$ cat src/rtl/therm_onehot_ptr_if.sv
// Request/response bundle for therm_onehot_ptr.
//   alloc_therm / free_therm : thermometer request masks (lane 0 = bit 0)
//   alloc_ok / free_ok        : all-or-nothing acceptance, same cycle
//   bad_req                   : either request mask is not a thermometer
//   alloc_oh / free_oh        : per-lane one-hot slot selects, lane i at [i*N +: N]
//   head_oh / tail_oh         : registered one-hot oldest / next-to-allocate entry
//   last_alloc_oh             : registered slot of the topmost lane of the last accepted alloc
//   count / full / empty      : registered occupancy and its flags
interface therm_onehot_ptr_if #(
  parameter int N = 8,
  parameter int W = 4
);
  localparam int CW = $clog2(N) + 1;

  logic [W-1:0]   alloc_therm;
  logic [W-1:0]   free_therm;
  logic           alloc_ok;
  logic           free_ok;
  logic           bad_req;
  logic [W*N-1:0] alloc_oh;
  logic [W*N-1:0] free_oh;
  logic [N-1:0]   head_oh;
  logic [N-1:0]   tail_oh;
  logic [N-1:0]   last_alloc_oh;
  logic [CW-1:0]  count;
  logic           full;
  logic           empty;

  modport master (
    output alloc_therm, free_therm,
    input  alloc_ok, free_ok, bad_req, alloc_oh, free_oh,
    input  head_oh, tail_oh, last_alloc_oh, count, full, empty
  );

  modport slave (
    input  alloc_therm, free_therm,
    output alloc_ok, free_ok, bad_req, alloc_oh, free_oh,
    output head_oh, tail_oh, last_alloc_oh, count, full, empty
  );
endinterface

$ cat src/rtl/therm_onehot_ptr.sv
// Circular-queue pointer unit: thermometer alloc/free requests in, one-hot
// per-lane slot selects out, one-hot head/tail pointers and occupancy kept.
//   clock : sole clock, posedge
//   reset : asynchronous, active-high
//   bus   : therm_onehot_ptr_if slave modport (requests, selects, state)

// One lane of the decoder: base pointer rotated left by the lane index,
// gated by the lane enable.
module therm_onehot_lane #(
  parameter int N    = 8,
  parameter int LANE = 0
) (
  input  logic [N-1:0] base,
  input  logic         en,
  output logic [N-1:0] sel
);
  localparam int SH = LANE % N;

  logic [N-1:0] rot;

  if (SH == 0) begin : g_norot
    assign rot = base;
  end else begin : g_rot
    assign rot = {base[N-1-SH:0], base[N-1:N-SH]};
  end

  assign sel = en ? rot : '0;
endmodule

module therm_onehot_ptr #(
  parameter int N = 8,
  parameter int W = 4
) (
  input logic             clock,
  input logic             reset,
  therm_onehot_ptr_if.slave bus
);
  localparam int CW = $clog2(N) + 1;

  // Rotate left by s mod N; x >> N shifts everything out when s == 0.
  function automatic logic [N-1:0] rotl(input logic [N-1:0] x, input int s);
    int r;
    r = s % N;
    return (x << r) | (x >> (N - r));
  endfunction

  function automatic logic [CW-1:0] popcnt(input logic [W-1:0] t);
    logic [CW-1:0] c;
    c = '0;
    for (int i = 0; i < W; i++) c = c + CW'(t[i]);
    return c;
  endfunction

  logic [W-1:0]          a, f, a_top;
  logic                  a_valid, f_valid;
  logic [CW-1:0]         k_a, k_f, space, count_nxt;
  logic                  alloc_ok, free_ok;
  logic [W-1:0][N-1:0]   a_sel, f_sel;
  logic [N-1:0]          last_nxt;

  logic [N-1:0]          head, tail, last;
  logic [CW-1:0]         count;
  logic                  full, empty;

  assign a = bus.alloc_therm;
  assign f = bus.free_therm;

  // Contiguous-from-bit-0 test; an all-ones mask wraps to zero on +1.
  assign a_valid = ((a & (a + W'(1))) == '0);
  assign f_valid = ((f & (f + W'(1))) == '0);

  assign k_a   = popcnt(a);
  assign k_f   = popcnt(f);
  assign space = CW'(N) - count;

  // Acceptance uses start-of-cycle count only: a same-cycle free does not
  // make room and a same-cycle alloc does not add freeable entries.
  assign alloc_ok = a_valid && (k_a != '0) && (k_a <= space);
  assign free_ok  = f_valid && (k_f != '0) && (k_f <= count);

  // One-hot of the topmost requested lane.
  assign a_top = a & ~(a >> 1);

  for (genvar i = 0; i < W; i++) begin : g_lane
    therm_onehot_lane #(.N(N), .LANE(i)) u_alloc (
      .base (tail),
      .en   (alloc_ok & a[i]),
      .sel  (a_sel[i])
    );
    therm_onehot_lane #(.N(N), .LANE(i)) u_free (
      .base (head),
      .en   (free_ok & f[i]),
      .sel  (f_sel[i])
    );
  end

  always_comb begin
    last_nxt = '0;
    for (int i = 0; i < W; i++)
      if (a_top[i]) last_nxt = last_nxt | a_sel[i];
  end

  // Net result is always 0..N, so modular CW-bit arithmetic is exact.
  assign count_nxt = count + (alloc_ok ? k_a : '0) - (free_ok ? k_f : '0);

  always_ff @(posedge clock or posedge reset) begin
    if (reset) begin
      head  <= N'(1);
      tail  <= N'(1);
      last  <= '0;
      count <= '0;
      full  <= 1'b0;
      empty <= 1'b1;
    end else begin
      if (alloc_ok) begin
        tail <= rotl(tail, int'(k_a));
        last <= last_nxt;
      end
      if (free_ok) head <= rotl(head, int'(k_f));
      count <= count_nxt;
      full  <= (count_nxt == CW'(N));
      empty <= (count_nxt == '0);
    end
  end

  assign bus.alloc_ok      = alloc_ok;
  assign bus.free_ok       = free_ok;
  assign bus.bad_req       = !a_valid || !f_valid;
  assign bus.alloc_oh      = a_sel;
  assign bus.free_oh       = f_sel;
  assign bus.head_oh       = head;
  assign bus.tail_oh       = tail;
  assign bus.last_alloc_oh = last;
  assign bus.count         = count;
  assign bus.full          = full;
  assign bus.empty         = empty;
endmodule

$ cat src/flat_wrapper.sv
// flat-port wrapper written by rule: the top's interface ports become plain ports
module therm_onehot_ptr_flat 
#(
  parameter int N = 8,
  parameter int W = 4
)
  (clock, reset, bus_alloc_therm, bus_free_therm, bus_alloc_ok, bus_free_ok, bus_bad_req, bus_alloc_oh, bus_free_oh, bus_head_oh, bus_tail_oh, bus_last_alloc_oh, bus_count, bus_full, bus_empty);
  therm_onehot_ptr_if #(.N(N), .W(W)) bus_i ();
  input logic clock;
  input logic reset;
  input wire logic [$bits(bus_i.alloc_therm)-1:0] bus_alloc_therm;
  input wire logic [$bits(bus_i.free_therm)-1:0] bus_free_therm;
  output wire logic [$bits(bus_i.alloc_ok)-1:0] bus_alloc_ok;
  output wire logic [$bits(bus_i.free_ok)-1:0] bus_free_ok;
  output wire logic [$bits(bus_i.bad_req)-1:0] bus_bad_req;
  output wire logic [$bits(bus_i.alloc_oh)-1:0] bus_alloc_oh;
  output wire logic [$bits(bus_i.free_oh)-1:0] bus_free_oh;
  output wire logic [$bits(bus_i.head_oh)-1:0] bus_head_oh;
  output wire logic [$bits(bus_i.tail_oh)-1:0] bus_tail_oh;
  output wire logic [$bits(bus_i.last_alloc_oh)-1:0] bus_last_alloc_oh;
  output wire logic [$bits(bus_i.count)-1:0] bus_count;
  output wire logic [$bits(bus_i.full)-1:0] bus_full;
  output wire logic [$bits(bus_i.empty)-1:0] bus_empty;
  assign bus_i.alloc_therm = bus_alloc_therm;
  assign bus_i.free_therm = bus_free_therm;
  assign bus_alloc_ok = bus_i.alloc_ok;
  assign bus_free_ok = bus_i.free_ok;
  assign bus_bad_req = bus_i.bad_req;
  assign bus_alloc_oh = bus_i.alloc_oh;
  assign bus_free_oh = bus_i.free_oh;
  assign bus_head_oh = bus_i.head_oh;
  assign bus_tail_oh = bus_i.tail_oh;
  assign bus_last_alloc_oh = bus_i.last_alloc_oh;
  assign bus_count = bus_i.count;
  assign bus_full = bus_i.full;
  assign bus_empty = bus_i.empty;
  therm_onehot_ptr #(.N(N), .W(W)) u_core (.clock(clock), .reset(reset), .bus(bus_i));
endmodule
$ cat config.mk
export PLATFORM = sky130hd
export DESIGN_NAME = therm_onehot_ptr_flat
export DESIGN_NICKNAME = d
export VERILOG_FILES = /design/src/rtl/therm_onehot_ptr_if.sv /design/src/rtl/therm_onehot_ptr.sv /design/src/flat_wrapper.sv
export SDC_FILE = /design/constraint.sdc
export NUM_CORES = 1
export LEC_CHECK = 0
export CAP_MARGIN = 20
export CORE_ASPECT_RATIO = 0.8
export CORE_MARGIN = 2
export CORE_UTILIZATION = 30
export CTS_BUF_LIST = sky130_fd_sc_hd__clkbuf_2
export CTS_CLUSTER_DIAMETER = 120
export CTS_CLUSTER_SIZE = 25
export DETAILED_ROUTE_END_ITERATION = 12
export HOLD_SLACK_MARGIN = 0.06
export PLACE_DENSITY = 0.57
export SYNTH_ARGS = -nofsm -noshare
export SYNTH_HDL_FRONTEND = slang
export SYNTH_HIERARCHICAL = 1
export SYNTH_SLANG_ARGS = --single-unit
$ cat constraint.sdc
create_clock -name clock -period 4.2 [get_ports clock]
set_input_delay 0.63 -clock clock [delete_from_list [all_inputs] [get_ports clock]]
set_output_delay 0.63 -clock clock [all_outputs]
set_load 0.02 [all_outputs]
==> flow_summary.yaml <==
run_status:
  status: "completed"
setup_path:
  critPathRequiredTime_ps: 4500
  cp_slowest_stage_delay_ps: 550
  path_buf_inv: 7
  cp_top_family: "adder cells"
  cp-end-kind: "flip-flop"
  start_kind: "input port"
  cpMaxStageDelayCell: "fa_1"
  critPathKind: "input port to flip-flop"
  cp.arrival_ps: 4380
  crit_fanout: 4
  crit_chain: "buf_2, inv_8, fa_1, inv_2, ha_4, inv_2, ha_4, ha_4, nor2b_2, nor3_1, o31a_2, buf_4, and2_4, fa_1, inv_2, ha_1, a21o_1, a21oi_2, xnor2_2, inv_1, nor2_2"
cells_and_area:
  drive_above_1_share_pct: 30.0
  mostFrequentLayoutCells: "and2_1, buf_4, clkdlybuf4s50_1"
  syn_to_final_growth_pct: 50.4
  nFillCells: 1081
  nNetsFinal: 594
  stdcell_area_sq_um: 4990
  final_common_cell: "and2_1"
power_and_ir_drop:
  p_seq_share_pct: 23.3
  swShare_pct: 50.1
  p_comb_share_pct: 72.1
  p_leak_nw: 2.19
  power.internal_mw: 1.54
  p_switching_mw: 1.55
  powerDensity_nw_per_um2: 618
  power_frac_clock_pct: 4.6
  peakVddDrop_mv: 0.271
sta:
  fin_skew_ps: 29.4
  clock.fmax_mhz: 245
  maxSlewViolCount: 0
  tightest_slew_ps: 642
  rsz0062_at_grt: "no"
  whs_ps: 573
  setup_viol: 0
  finalCritPeriodShare_pct: 97.2
  fin_crit_ps: 4080
  hold_violations: 0
  relSlewSlack_pct: 57.1
grt:
  grt_pass1_wl_um: 18700
  grt_pass1_vias: 3555
  grt_usage_pct: 19.4
  gr-total-overflow: 0
  antenna_found_initial: 1
  use_met1_pct: 26.3
  met2_usage_pct: 32.8
  grt_max_degree: 31
  busiest_layer: "met2"
  use_met3_pct: 3.15
floorplanning:
  die_h_um: 98.1
  initial_utilization_pct: 30.6
  rows: 34
  core_area_sq_um: 10800
  die_area_sq_um: 11900
  die_w_um: 122
  num_io_pins: 107
yosys:
  synthDistinctLibCells: 56
  yosysWarningCount: 6
  syn_nets: 452
  postSynthCellCount: 411
  ys.flop_type: "dfrtp_1"
  ys_async_sr_fraction_pct: 100
  ys_ff_latch: 30
  seq_area_frac_synth_pct: 22.7
  synthesis.area_sq_um: 3320
  synth.avg_cell_area_sq_um: 8.08
  synth_edf_count: 0
clocking:
  postCtsHoldBufs: 0
  clockBufferDepth: 2
  htreeDepth: 2
  cts.clk_slew.worst_paths_ps: 160
  clockRootBuffer: "clkbuf_2"
  cts.sinks: 30
  insertion_delay_ps: 370
  numCtsBuffers: 5
  cts_tree: "yes"
placement:
  place.gp.congestion: 0.866
  dp_hpwl_um: 8800
  place_area_sq_um: 4880
  io_buffer_count: 106
routing:
  wl_per_cell_um: 16.9
  drt-total-wl_um: 11800
  vias_per_cell: 5.20
  drc: 0
  dr.first_iter.drc_count: 287
  antenna_left: 0
  route.vias.total: 3632
  drtPass1Iterations: 5
flow_run:
  timing.max_cap.violations: 0
hold_path:
  min_path_type: "flip-flop to flip-flop"
## flip-flops by register name, summed over array words and instances, names as in the netlist
| register | cells |
|---|---|
| u_core/bus.head_oh | 8 |
| u_core/bus.last_alloc_oh | 8 |
| u_core/bus.tail_oh | 8 |
| u_core/bus.count | 4 |
| u_core/bus.empty | 1 |
| u_core/bus.full | 1 |
## repair_timing
item,in CTS,in global routing
gates resized for setup,195,40
cloned,1,0
pin swaps,9,11
setup endpoints to repair,69,35
buffers inserted,4,1
## logic make-up (layout without fill, tap and decap cells)
group           after synthesis  after routing  share of synthesized area, %
compound gates              104            105                          22.2
xor+xnor                      5              5                          1.32
flops                        30             30                          22.7
simple gates                158            158                          25.3
other cells                   0              1                             0
mux                          25             25                          8.25
buf+inv                      58            200                          7.39
fa+ha+maj                    31             31                          12.8
## power groups by stage
| stage | Sequential (mW) | Clock (mW) | Combinational, mW |
|---|---|---|---|
| 6_report | 0.719 | 0.142 | 2.22 |
| 5_1_grt | 0.750 | 0.161 | 2.42 |
| 4_1_cts | 0.722 | 0.149 | 2.15 |
| 3_5_place_dp | 0.729 | 0 | 2.03 |
| 3_3_place_gp | 0.727 | 0 | 2.02 |
| 2_1_floorplan | 0.770 | 0 | 1.15 |
## cell type report
class	instances	area (sq um)	share of cell area (%)
Antenna cell	1	2.50	0.0501
Clock buffer	5	25.0	0.501
Clock inverter	3	11.3	0.226
Inverter	36	145	2.91
Multi-Input combinational cell	324	2520	50.6
Sequential cell	30	754	15.1
Tap cell	144	180	3.61
Timing Repair Buffer	156	1350	27.0
## cells in the mapped netlist (2+ instances only)
| master | instances | area (sq um) |
|---|---|---|
| nand3_1 | 6 | 30.0 |
| nand2b_1 | 5 | 31.3 |
| nand3b_1 | 2 | 15.0 |
| fa_1 | 5 | 100 |
| clkbuf_1 | 7 | 26.3 |
| mux2i_1 | 15 | 150 |
| a21o_1 | 2 | 15.0 |
| a2111oi_0 | 2 | 17.5 |
| and2_1 | 75 | 469 |
| buf_1 | 2 | 7.51 |
| o21a_1 | 3 | 22.5 |
| nor2b_1 | 6 | 37.5 |
| a21oi_1 | 15 | 75.1 |
| xor2_1 | 4 | 35.0 |
| dfrtp_1 | 27 | 676 |
| buf_2 | 10 | 50.1 |
| ha_1 | 26 | 325 |
| o211ai_1 | 2 | 15.0 |
| o221ai_1 | 2 | 17.5 |
| o31ai_1 | 6 | 45.0 |
| a22oi_1 | 12 | 90.1 |
| a41oi_1 | 2 | 17.5 |
| mux2_2 | 9 | 101 |
| inv_1 | 35 | 131 |
| a22o_1 | 5 | 43.8 |
| nor3_1 | 4 | 20.0 |
| nand2_1 | 27 | 101 |
| nor2_1 | 29 | 109 |
| a31oi_1 | 18 | 113 |
| a211oi_1 | 5 | 37.5 |
| o22a_1 | 2 | 17.5 |
| dfstp_2 | 3 | 78.8 |
| o21ai_0 | 13 | 65.1 |
| buf_4 | 2 | 15.0 |
| a222oi_1 | 2 | 20.0 |
## worst register-to-register path, stage by stage (launching register included)
cell	delay, ps
dfrtp_1	420
inv_1	190
ha_1	200
xor2_1	160
ha_1	260
nand3_1	80
o21ai_1	110
o311a_2	420
nand2_1	90
ha_1	230
inv_1	60
ha_1	180
fa_2	470
or3_4	410
nor2_1	90
## stage by stage
stage	std cells	power (mW)	util [%]	setup TNS (ps)	setup slack (ps)
2_1_floorplan	411	1.92	-	-301	-159
3_3_place_gp	684	2.75	44.9	-44230	-717
3_5_place_dp	684	2.76	44.9	-44750	-745
4_1_cts	697	3.02	46.1	0	4.29
5_1_grt	699	3.33	46.0	0	0.295
6_report	699	3.08	46.0	0	117
## per-layer routing
metal | wire, um | part of all wire, % | up-vias
met3 | 754 | 6.4 | 8
li1 | - | - | 1753
met1 | 5220 | 44 | 1718
met2 | 5750 | 49 | 153
met5 | 0 | 0 | -
met4 | 58 | 0.49 | 0
## worst paths after layout
kind	startpoint	end	slack [ps]	cells after the start
worst max-delay path	bus_free_therm[3]	u_core/bus.full	120	21
worst min-delay path	u_core/bus.last_alloc_oh[6]	u_core/bus.last_alloc_oh[6]	570	2
worst max register to register	u_core/bus.count[1]	u_core/bus.empty	770	14
worst min register to register	u_core/bus.last_alloc_oh[6]	u_core/bus.last_alloc_oh[6]	570	2
max in group asynchronous	reset	u_core/bus.tail_oh[0]	3200	3
min in group asynchronous	reset	u_core/bus.last_alloc_oh[4]	620	3
Note: power is estimated with default switching activity, not from simulation.
